--- config.mk ---
export PLATFORM = sky130hd
export DESIGN_NAME = htd_bcd_seq_flat
export DESIGN_NICKNAME = d
export VERILOG_FILES = /design/src/rtl/htd_pkg.sv /design/src/rtl/htd_bcd_seq_if.sv /design/src/rtl/htd_dabble_step.sv /design/src/rtl/htd_bcd_seq.sv /design/src/flat_wrapper.sv
export SDC_FILE = /design/constraint.sdc
export NUM_CORES = 1
export LEC_CHECK = 0
export CORE_MARGIN = 2
export CORE_UTILIZATION = 25
export DETAILED_ROUTE_END_ITERATION = 7
export PLACE_DENSITY = 0.41
export SYNTH_ARGS = -nofsm -noshare
export SYNTH_HDL_FRONTEND = slang
export SYNTH_SLANG_ARGS = --single-unit
export TNS_END_PERCENT = 10
--- constraint.sdc ---
create_clock -name i_clk -period 3 [get_ports i_clk]
set_input_delay 0.6 -clock i_clk [delete_from_list [all_inputs] [get_ports i_clk]]
set_output_delay 0.6 -clock i_clk [all_outputs]
set_load 0.01 [all_outputs]
--- src/rtl/htd_pkg.sv ---
// Shared types and elaboration helpers for the sequential binary-to-BCD converter.
package htd_pkg;
    localparam int BCD_W = 4;

    typedef enum logic [1:0] {
        IDLE  = 2'd0,
        SHIFT = 2'd1,
        DONE  = 2'd2
    } state_t;

    // Decimal digits required to show 2^width-1; lets the top drop the overflow path when it cannot fire.
    function automatic int digits_needed(input int width);
        logic [63:0] v;
        int n;
        v = (64'd1 << width) - 64'd1;
        n = 1;
        for (int i = 0; i < 20; i++) begin
            if (v >= 64'd10) begin
                v = v / 64'd10;
                n++;
            end
        end
        return n;
    endfunction
endpackage

--- src/rtl/htd_bcd_seq_if.sv ---
// Data strobe and result/status bundle between a binary source and the BCD converter.
interface htd_bcd_seq_if
    import htd_pkg::*;
#(
    parameter int DATA_WIDTH = 8,
    parameter int BCD_DIGITS = 3
);
    logic [DATA_WIDTH-1:0]       iv_data;
    logic                        i_data_wr;
    logic                        o_busy;
    logic [BCD_W*BCD_DIGITS-1:0] ov_bcd;
    logic                        o_sign;
    logic                        o_overflow;
    logic                        o_data_wr;
    logic                        o_drop;

    modport master (
        output iv_data, i_data_wr,
        input  o_busy, ov_bcd, o_sign, o_overflow, o_data_wr, o_drop
    );

    modport slave (
        input  iv_data, i_data_wr,
        output o_busy, ov_bcd, o_sign, o_overflow, o_data_wr, o_drop
    );
endinterface

--- src/rtl/htd_dabble_step.sv ---
// One double-dabble iteration: add 3 to every digit >= 5, then shift left taking in one binary bit.
module htd_dabble_step
    import htd_pkg::*;
#(
    parameter int BCD_DIGITS = 3
) (
    input  logic [BCD_W*BCD_DIGITS-1:0] i_acc,
    input  logic                        i_bit,
    output logic [BCD_W*BCD_DIGITS-1:0] o_acc,
    output logic                        o_carry
);
    localparam int ACC_W = BCD_W * BCD_DIGITS;

    logic [ACC_W-1:0] w_adj;

    always_comb begin
        w_adj = i_acc;
        for (int d = 0; d < BCD_DIGITS; d++) begin
            if (i_acc[d*BCD_W +: BCD_W] >= 4'd5) begin
                w_adj[d*BCD_W +: BCD_W] = i_acc[d*BCD_W +: BCD_W] + 4'd3;
            end
        end
    end

    assign o_carry = w_adj[ACC_W-1];
    assign o_acc   = {w_adj[ACC_W-2:0], i_bit};
endmodule

--- src/rtl/htd_bcd_seq.sv ---
// Sequential binary-to-BCD converter, one magnitude bit per clock, optional two's-complement input.
//   state | meaning
//   IDLE  | waiting for i_data_wr, result outputs hold last value
//   SHIFT | DATA_WIDTH dabble steps, MSB first
//   DONE  | publish result, pulse o_data_wr
module htd_bcd_seq
    import htd_pkg::*;
#(
    parameter int DATA_WIDTH = 8,
    parameter int BCD_DIGITS = 3,
    parameter int SIGNED     = 0
) (
    input  logic         i_clk,
    input  logic         i_rst,
    htd_bcd_seq_if.slave bus
);
    localparam int                ACC_W        = BCD_W * BCD_DIGITS;
    localparam int                CNT_W        = $clog2(DATA_WIDTH);
    localparam logic [CNT_W-1:0]  LAST_BIT     = CNT_W'(DATA_WIDTH - 1);
    localparam bit                OVF_POSSIBLE = BCD_DIGITS < digits_needed(DATA_WIDTH);
    localparam logic [ACC_W-1:0]  ALL_NINES    = {BCD_DIGITS{4'h9}};

    state_t                  r_state;
    state_t                  w_next_state;
    logic [DATA_WIDTH-1:0]   r_mag;
    logic [ACC_W-1:0]        r_acc;
    logic [CNT_W-1:0]        r_cnt;
    logic                    r_ovf;
    logic                    r_sign;
    logic [ACC_W-1:0]        r_bcd;
    logic                    r_sign_out;
    logic                    r_ovf_out;
    logic                    r_data_wr;
    logic                    r_drop;
    logic                    w_neg;
    logic [DATA_WIDTH-1:0]   w_mag;
    logic [ACC_W-1:0]        w_acc_next;
    logic                    w_carry;

    // Negating the most negative value wraps to 2^(W-1), which is the correct unsigned magnitude.
    assign w_neg = (SIGNED != 0) && bus.iv_data[DATA_WIDTH-1];
    assign w_mag = w_neg ? (~bus.iv_data + DATA_WIDTH'(1)) : bus.iv_data;

    htd_dabble_step #(.BCD_DIGITS(BCD_DIGITS)) u_step (
        .i_acc   (r_acc),
        .i_bit   (r_mag[DATA_WIDTH-1]),
        .o_acc   (w_acc_next),
        .o_carry (w_carry)
    );

    always_ff @(posedge i_clk or posedge i_rst) begin
        if (i_rst) begin
            r_state <= IDLE;
        end else begin
            r_state <= w_next_state;
        end
    end

    always_comb begin
        w_next_state = r_state;
        case (r_state)
            IDLE:    if (bus.i_data_wr) w_next_state = SHIFT;
            SHIFT:   if (r_cnt == LAST_BIT) w_next_state = DONE;
            DONE:    w_next_state = IDLE;
            default: w_next_state = IDLE;
        endcase
    end

    always_ff @(posedge i_clk or posedge i_rst) begin
        if (i_rst) begin
            r_mag      <= '0;
            r_acc      <= '0;
            r_cnt      <= '0;
            r_ovf      <= 1'b0;
            r_sign     <= 1'b0;
            r_bcd      <= '0;
            r_sign_out <= 1'b0;
            r_ovf_out  <= 1'b0;
            r_data_wr  <= 1'b0;
            r_drop     <= 1'b0;
        end else begin
            r_data_wr <= 1'b0;
            r_drop    <= bus.i_data_wr && (r_state != IDLE);
            case (r_state)
                IDLE: begin
                    if (bus.i_data_wr) begin
                        r_mag  <= w_mag;
                        r_sign <= w_neg;
                        r_acc  <= '0;
                        r_ovf  <= 1'b0;
                        r_cnt  <= '0;
                    end
                end
                SHIFT: begin
                    r_mag <= r_mag << 1;
                    r_acc <= w_acc_next;
                    r_ovf <= r_ovf | w_carry;
                    r_cnt <= r_cnt + CNT_W'(1);
                end
                DONE: begin
                    r_bcd      <= (OVF_POSSIBLE && r_ovf) ? ALL_NINES : r_acc;
                    r_sign_out <= r_sign;
                    r_ovf_out  <= OVF_POSSIBLE && r_ovf;
                    r_data_wr  <= 1'b1;
                end
                default: ;
            endcase
        end
    end

    assign bus.o_busy     = (r_state != IDLE);
    assign bus.ov_bcd     = r_bcd;
    assign bus.o_sign     = r_sign_out;
    assign bus.o_overflow = r_ovf_out;
    assign bus.o_data_wr  = r_data_wr;
    assign bus.o_drop     = r_drop;
endmodule

--- src/flat_wrapper.sv ---
// flat-port wrapper written by rule: the top's interface ports become plain ports
module htd_bcd_seq_flat import htd_pkg::*;
#(
    parameter int DATA_WIDTH = 8,
    parameter int BCD_DIGITS = 3,
    parameter int SIGNED     = 0
)
  (i_clk, i_rst, bus_iv_data, bus_i_data_wr, bus_o_busy, bus_ov_bcd, bus_o_sign, bus_o_overflow, bus_o_data_wr, bus_o_drop);
  htd_bcd_seq_if #(.DATA_WIDTH(DATA_WIDTH), .BCD_DIGITS(BCD_DIGITS)) bus_i ();
  input  logic i_clk;
  input  logic i_rst;
  input wire logic [$bits(bus_i.iv_data)-1:0] bus_iv_data;
  input wire logic [$bits(bus_i.i_data_wr)-1:0] bus_i_data_wr;
  output wire logic [$bits(bus_i.o_busy)-1:0] bus_o_busy;
  output wire logic [$bits(bus_i.ov_bcd)-1:0] bus_ov_bcd;
  output wire logic [$bits(bus_i.o_sign)-1:0] bus_o_sign;
  output wire logic [$bits(bus_i.o_overflow)-1:0] bus_o_overflow;
  output wire logic [$bits(bus_i.o_data_wr)-1:0] bus_o_data_wr;
  output wire logic [$bits(bus_i.o_drop)-1:0] bus_o_drop;
  assign bus_i.iv_data = bus_iv_data;
  assign bus_i.i_data_wr = bus_i_data_wr;
  assign bus_o_busy = bus_i.o_busy;
  assign bus_ov_bcd = bus_i.ov_bcd;
  assign bus_o_sign = bus_i.o_sign;
  assign bus_o_overflow = bus_i.o_overflow;
  assign bus_o_data_wr = bus_i.o_data_wr;
  assign bus_o_drop = bus_i.o_drop;
  htd_bcd_seq #(.DATA_WIDTH(DATA_WIDTH), .BCD_DIGITS(BCD_DIGITS), .SIGNED(SIGNED)) u_core (.i_clk(i_clk), .i_rst(i_rst), .bus(bus_i));
endmodule
# --- After elaboration in Yosys (flattened, before gate mapping) ---
# Index checks and enable logic that the tools add are counted.
word_totals:
  regBits: 39
  inputBits: 11
  output_inout_bits: 17
op_classes:
  addsub: 4
  n_lt_le_gt_ge: 3
  n_eq_ne: 5
  muxes: 13
  n_reduce_logical: 6
ops:
  columns: ["op", "count"]
  rows:
  - ["12-bit case mux with 2 select lines", 1]
  - ["8-bit case mux with 2 select lines", 1]
  - ["4-bit by 3-bit >= comparator with 1-bit output, second input constant", 3]
  - ["12-bit two-way mux", 1]
  - ["4-bit by 2-bit adder with 4-bit output, second input constant", 2]
  - ["4-bit two-way mux", 2]
  - ["8-bit two-way mux", 1]
  - ["3-bit two-way mux", 2]
  - ["3-bit case mux with 2 select lines", 1]
  - ["2-bit two-way mux", 2]
  - ["2-bit case mux with 2 select lines", 1]
  - ["2-bit AND reduction", 2]
  - ["2-bit nonzero test", 2]
  - ["3-bit by 1-bit adder with 3-bit output, second input constant", 1]
  - ["3-bit by 2-bit adder with 3-bit output, second input constant", 1]
  - ["3-bit equality test, second input constant", 1]
  - ["2-bit by 1-bit equality test with 1-bit output, second input constant", 1]
  - ["2-bit equality test, second input constant", 1]
  - ["2-bit logical NOT", 1]
  - ["2-bit by 1-bit inequality test with 1-bit output, second input constant", 1]
  - ["2-bit inequality test, second input constant", 1]
  - ["1-bit logical AND", 1]
  - ["1-bit two-way mux", 1]

# --- Logic depth before layout (Yosys ltp) ---
# Gate-level depths: netlist of run 1.
logic_depth:
  depth_word: 3
  ltp_mapped: 5

# --- Cells and area by module ---
# A second synthesis of run 1 with hierarchy kept.
hier_totals:
  cells_unflattened: 170
  hier_area_um2: 1989.4
modules_own_cells:
  columns: ["mod", "n_inst", "cells_per_inst", "area_per_inst_um2", "seq_area_each_um2"]
  rows:
  - ["htd_bcd_seq", 1, 121, 1677.9, 975.9]
  - ["htd_dabble_step", 1, 49, 311.5, 0.0]

# --- Worst setup path before layout of run 1 ---
# No wires, ideal clock.
synth_timing:
  kind: "reg-to-output"
  start: "reg u_core.r_state[0]"
  end: "out bus_o_busy"
  arrival_time_ns: 0.869
  required_time_ns: 2.400
  setup_slack_ns: 1.531
  path_stages_with_launch: 4
  n_path_buf: 2
  cell_sequence: "dfrtp_1 buf_6 buf_6 or2_1"
synth_between:
  elab_chain_len: 1
synth_rtl:
  columns: ["item", "line", "text"]
  rows:
  - ["start, declared", "htd_bcd_seq.sv:23", "state_t r_state;"]
  - ["start signal, assigned", "htd_bcd_seq.sv:55", "r_state <= w_next_state;"]
  - ["2-bit nonzero test", "htd_bcd_seq.sv:111", "assign bus.o_busy = (r_state != IDLE);"]
  - ["end, declared", "flat_wrapper.sv:14", "output wire logic [$bits(bus_i.o_busy)-1:0] bus_o_busy;"]
# Every way passes these cells.

# --- Final worst setup path of run 1 ---
layout_timing:
  start: "reg u_core.r_state[1]"
  end: "out bus_o_busy"
# Same word-level chain as after synthesis.

==> flow_summary.yaml, run 1 <==
status:
  status: "complete, no violations"
global_route:
  grt_pass1_vias: 1375
  antenna_found_initial: 0
  grt_max_degree: 40
  grt_pass1_wl_um: 6710
  grt-ovfl-total: 0
  track_usage_pct: 10.0
yosys:
  ys_ff_latch: 39
  synth_warnings: 0
  synthFlopType: "dfrtp_1"
  netlist_instances: 185
  syn_avg_cell_area_um2: 10.3
  synth-edff-count: 0
  ys_top_cells_by_area: "dfrtp_1 51%, o21ai_0 6.3%, nand2_1 5.7%"
  synth.top_cell.area_share_pct: 51.0
  synth_area_um2: 1910
  netlist_top_cells_count: "39 x dfrtp_1, 29 x nand2_1, 24 x o21ai_0"
  yosys.area.top_type: "dfrtp_1"
  synth.most_common_cell: "dfrtp_1"
  ys_seq_area_share_pct: 51.0
  ys_types: 31
  async_flop_share_pct: 100
critical_path:
  endpoint_kind: "output pin"
  crit_start: "u_core.r_state[1]$_DFFE_PP0P_"
  cp_slowest_stage_delay_ns: 0.48
  slowest_stage: "clkdlybuf4s50_1"
  cp_top_family: "buffers and inverters"
  critPathRequiredTime_ns: 2.40
  reg2reg_slack_ns: 1.34
  worstPathArrival_ns: 1.57
  path_class: "flip-flop to output pin"
  start_kind: "flip-flop"
  path_max_fanout: 15
  r2r-end: "u_core.r_acc[6]$_DFFE_PP0P_"
  path_cells: "buf_4 -> or2_1 -> clkdlybuf4s50_1"
  r2r_start: "u_core.r_state[1]$_DFFE_PP0P_"
  r2r_cells: 4
  critPathBufInv: 2
place:
  placed_cells: 300
  place_congestion: 0.715
  port_buffers: 25
  dp_hpwl_um: 2670
  place_ws_ns: 0.914
floorplan:
  die_x_um: 91.5
  core_area_um2: 7330
  die_area_um2: 8370
  rows: 31
  ios: 28
  initial_core_util_pct: 26.1
  die_height_um: 91.5
sta:
  finClkSkew_ns: 0.0128
  fin_crit_ns: 2.17
  hold_viol_final: 0
  holdWs_ns: 0.480
  drv_slew: 0
  min_period_over_period_pct: 72.4
  worst_pin_slew_ns: 0.796
  rsz0062_at_grt: "no"
  layout_setup_ws_ns: 0.829
  fmax_mhz: 461
  tns_ns: 0
  slew_headroom_pct: 46.7
  finalSetupViolations: 0
power:
  p_leak_nw: 1.02
  power_w: 0.00220
  p_per_area_nw_per_um2: 947
  ir_drop_mv: 0.211
clocking:
  clock_latency_ns: 0.30
  cts-root-buf: "clkbuf_8"
  clkSinkCount: 39
  cts.repair.resized: 0
  cts_tree: "built"
  cts_setup_buffers: 0
  cts_hold_repair.buffers: 0
  htreeDepth: 2
  cts.path.max_buffers: 2
  clk_pin_slew_ns: 0.08
  cts_buffers: 5
min_path:
  hold_path_class: "flip-flop to flip-flop"
  hold_depth: 2
  hold_end: "u_core.r_acc[0]$_DFFE_PP0P_"
  min_from: "u_core.r_mag[7]$_DFFE_PP0P_"
route:
  drtIter0Drc: 20
  drt-pass1-iter-count: 4
  wl_um: 3900
  ant_nets: 0
  wire_per_inst_um: 12.7
  via_per_inst: 4.44
  drc: 0
  vias: 1366
layout:
  diodes: 0
  syn2layout_area_growth_pct: 21.5
  fillers: 756
  regArea_um2: 976
  drive_gt1_share_pct: 9.57
  final_nets: 227
  multiInputGateArea_um2: 785
  fin_cells: 308
job:
  maxCapViolCount: 0
## layout make-up
type                            count  share of cell area [%]
Inverter                           15                    2.42
Tap cell                           99                    5.33
Clock buffer                        5                    2.96
Multi-Input combinational cell    119                    33.7
Timing Repair Buffer               28                    11.7
Clock inverter                      3                    1.88
Sequential cell                    39                    42.0
## registers in the layout, summed over array words and instances, names as in the netlist
name,cells
u_core.bus.ov_bcd,12
u_core.r_acc,12
u_core.r_mag,8
u_core.r_cnt,3
u_core.r_state,2
u_core.bus.o_data_wr,1
u_core.bus.o_drop,1
## metal layers
| metal | routed length, µm | GRT usage (%) | vias to the layer above |
|---|---|---|---|
| li1 | - | - | 687 |
| met1 | 2080 | 13.8 | 643 |
| met2 | 1610 | 15.0 | 31 |
| met3 | 160 | 2.66 | 5 |
| met4 | 54 | 3.79 | 0 |
| met5 | 0 | 0 | - |
## worst max path at each step
| stage | to | slack (ns) | cells after the start |
|---|---|---|---|
| 4_1_cts | bus_o_busy | 0.81 | 3 |
| 5_1_grt | bus_o_busy | 0.77 | 3 |
| 2_1_floorplan | u_core.bus.o_data_wr$_DFF_PP0_ | 1.51 | 1 |
| 3_5_place_dp | u_core.r_acc[7]$_DFFE_PP0P_ | 0.91 | 4 |
| 3_3_place_gp | u_core.r_acc[11]$_DFFE_PP0P_ | 0.92 | 4 |
| 6_report | bus_o_busy | 0.83 | 3 |
## cells by family (layout without fill, tap and decap cells)
logic type | count (synthesis) | count (layout) | share of synthesized area, %
AO/OA/AOI/OAI | 60 | 60 | 21.6
XOR/XNOR | 2 | 2 | 0.915
adder cells (fa/ha/maj) | 8 | 8 | 5.23
buffers and inverters | 28 | 51 | 8.23
flip-flops | 39 | 39 | 51.0
other | 1 | 2 | 0.196
AND/OR/NAND/NOR | 47 | 47 | 12.8
## per-stage QoR
| stage | cell area, µm² | utilization (%) |
|---|---|---|
| 6_report | 2330 | 31.7 |
| 5_1_grt | 2330 | 31.7 |
| 4_1_cts | 2330 | 31.7 |
| 3_5_place_dp | 2210 | 30.2 |
| 3_3_place_gp | 2210 | 30.2 |
| 2_1_floorplan | 1920 | - |
## cell usage in the layout, fill, tap and decap left out, drive strengths merged, types with 3 or more instances in the layout
cell,instances
ha,8
nand2b,5
and3b,5
o2111ai,6
a32o,3
inv,15
a21oi,6
o211ai,3
nand2,29
nor2b,4
o21a,3
dfrtp,39
o221ai,3
clkdlybuf4s50,25
o31ai,3
buf,3
clkbuf,5
o21ai,24
## worst reg2reg max path, delay by kind of cell, from the launching register on
kind | cells | cell delay (ns)
DFF | 1 | 0.36
and+or+nand+nor | 1 | 0.64
buffers and inverters | 1 | 0.18
AOI/OAI and AO/OA | 2 | 0.39
## power breakdown
group / switching, W / total [W] / internal (W)
clock network: 0.000197 / 0.000445 / 0.000248
registers: 0.000122 / 0.000839 / 0.000717
logic: 0.000490 / 0.000918 / 0.000429
(Power assumes the default switching activity.)
==> inputs of run 2 (changes only) <==
- PLACE_DENSITY: 0.41 -> 0.42
- clock period: 3 -> 1.9 ns (I/O delays scaled with it)
==> flow_summary.yaml, run 2 (synthesis gave the netlist of run 1 again) <==
status:
  status: "complete, no violations"
sta:
  tns_ns: 0
  fmax_mhz: 561
  rsz0062_at_grt: "no"
  finalSetupViolations: 0
  min_period_over_period_pct: 93.9
  drv_slew: 0
  hold_viol_final: 0
  fin_crit_ns: 1.78
  layout_setup_ws_ns: 0.116
  finClkSkew_ns: 0.00798
clocking:
  cts.path.max_buffers: 2
  cts_buffers: 5
  cts_hold_repair.buffers: 0
  clkSinkCount: 39
  cts.repair.resized: 0
  htreeDepth: 2
  clock_latency_ns: 0.29
  cts-root-buf: "clkbuf_8"
  cts_tree: "built"
  clk_pin_slew_ns: 0.08
  cts_setup_buffers: 0
place:
  place_congestion: 0.701
  dp_hpwl_um: 2730
  place_ws_ns: 0.185
  port_buffers: 25
job:
  maxCapViolCount: 0
critical_path:
  path_max_fanout: 2
  cp_slowest_stage_delay_ns: 0.49
  r2r_cells: 5
  crit_start: "u_core.r_state[1]$_DFFE_PP0P_"
  start_kind: "flip-flop"
  endpoint: "bus_o_busy"
  path_cells: "or2_1 -> clkdlybuf4s50_1"
  critPathRequiredTime_ns: 1.52
  endpoint_kind: "output pin"
  r2r-end: "u_core.r_acc[8]$_DFFE_PP0P_"
  reg2reg_slack_ns: 0.38
  slowest_stage: "clkdlybuf4s50_1"
  r2r_start: "u_core.r_acc[4]$_DFFE_PP0P_"
  worstPathArrival_ns: 1.40
  path_class: "flip-flop to output pin"
route:
  drt-pass1-iter-count: 4
  vias: 1398
  via_per_inst: 4.50
  wl_um: 3940
  wire_per_inst_um: 12.7
  drtIter0Drc: 58
  ant_nets: 0
  drc: 0
layout:
  final_cell_mix: "39 x dfrtp_1, 29 x nand2_1, 25 x clkdlybuf4s50_1"
  layout_commonest_cell: "dfrtp_1"
  syn2layout_area_growth_pct: 21.7
  final_nets: 230
  diodes: 0
  fillers: 763
  drive_gt1_share_pct: 9.91
global_route:
  grt_max_degree: 40
  track_usage_pct: 10.4
  antenna_found_initial: 0
  grt_pass1_wl_um: 6960
  grt-ovfl-total: 0
  grt_pass1_vias: 1414
power:
  p_per_area_nw_per_um2: 1440
  p_leak_nw: 1.03
  power_w: 0.00335
  ir_drop_mv: 0.376
min_path:
  hold_path_class: "primary input to async pin"
floorplan:
  core_area_um2: 7330
  die_area_um2: 8370
  rows: 31
  die_x_um: 91.5
  die_height_um: 91.5
  initial_core_util_pct: 26.1
  ios: 28
## run 2: changes by cell type in the layout (fill, tap and decap cells not counted)
| cell | delta |
|---|---|
| clkbuf_1 | +2 |
| buf_12 | +1 |
| bufinv_16 | -1 |
| clkinv_4 | -1 |
| buf_4 | +2 |
## run 2: worst min-delay path by stage
stage                                           from                          endpoint  slack [ns]
global route                                   i_rst       u_core.r_acc[6]$_DFFE_PP0P_        0.46
CTS                                            i_rst  u_core.bus.ov_bcd[3]$_DFFE_PP0P_        0.46
global placement    u_core.bus.ov_bcd[3]$_DFFE_PP0P_  u_core.bus.ov_bcd[3]$_DFFE_PP0P_        0.46
floorplan                u_core.r_mag[7]$_DFFE_PP0P_       u_core.r_acc[0]$_DFFE_PP0P_        0.45
finish                                         i_rst       u_core.r_acc[9]$_DFFE_PP0P_        0.45
detailed placement  u_core.bus.ov_bcd[1]$_DFFE_PP0P_  u_core.bus.ov_bcd[1]$_DFFE_PP0P_        0.47
## run 2: layer usage
| layer | vias to the layer above | track usage, % | wire length (µm) | part of all wire [%] |
|---|---|---|---|---|
| li1 | 690 | - | - | - |
| met1 | 661 | 14.6 | 2000 | 51 |
| met3 | 5 | 2.74 | 176 | 4.5 |
| met2 | 42 | 15.4 | 1730 | 44 |
| met5 | - | 0 | 0 | 0 |
| met4 | 0 | 3.41 | 40 | 1.0 |
## run 2: area by class of cell
class | instances | area, µm² | share of cell area [%]
clock inverters | 1 | 5.00 | 0.215
clock buffers | 7 | 76.3 | 3.28
multi-input cells | 119 | 785 | 33.7
flip-flops and latches | 39 | 976 | 41.9
inverters | 15 | 56.3 | 2.42
well taps | 99 | 124 | 5.32
repair buffers | 31 | 308 | 13.2
## run 2: metrics by stage
stage	area, µm²	utilization (%)	hold WS [ns]	instances
global route	2330	31.8	0.464	311
CTS	2330	31.8	0.456	311
floorplan	1920	-	0.448	186
detailed placement	2250	30.7	0.470	303
finish	2330	31.8	0.446	311
global placement	2250	30.7	0.459	303
## run 2: where the power goes
| group | switching, W | internal (W) | total, W | leakage [nW] |
|---|---|---|---|---|
| sequential | 0.000187 | 0.00113 | 0.00132 | 0.511 |
| combinational | 0.000784 | 0.000696 | 0.00148 | 0.471 |
| clock | 0.000289 | 0.000258 | 0.000547 | 0.0422 |
## run 2: critical path, delay by kind of cell, from the launching register on
family | cells | cell delay (ns)
buffers and inverters | 1 | 0.49
flip-flops | 1 | 0.38
AND/OR/NAND/NOR | 1 | 0.26
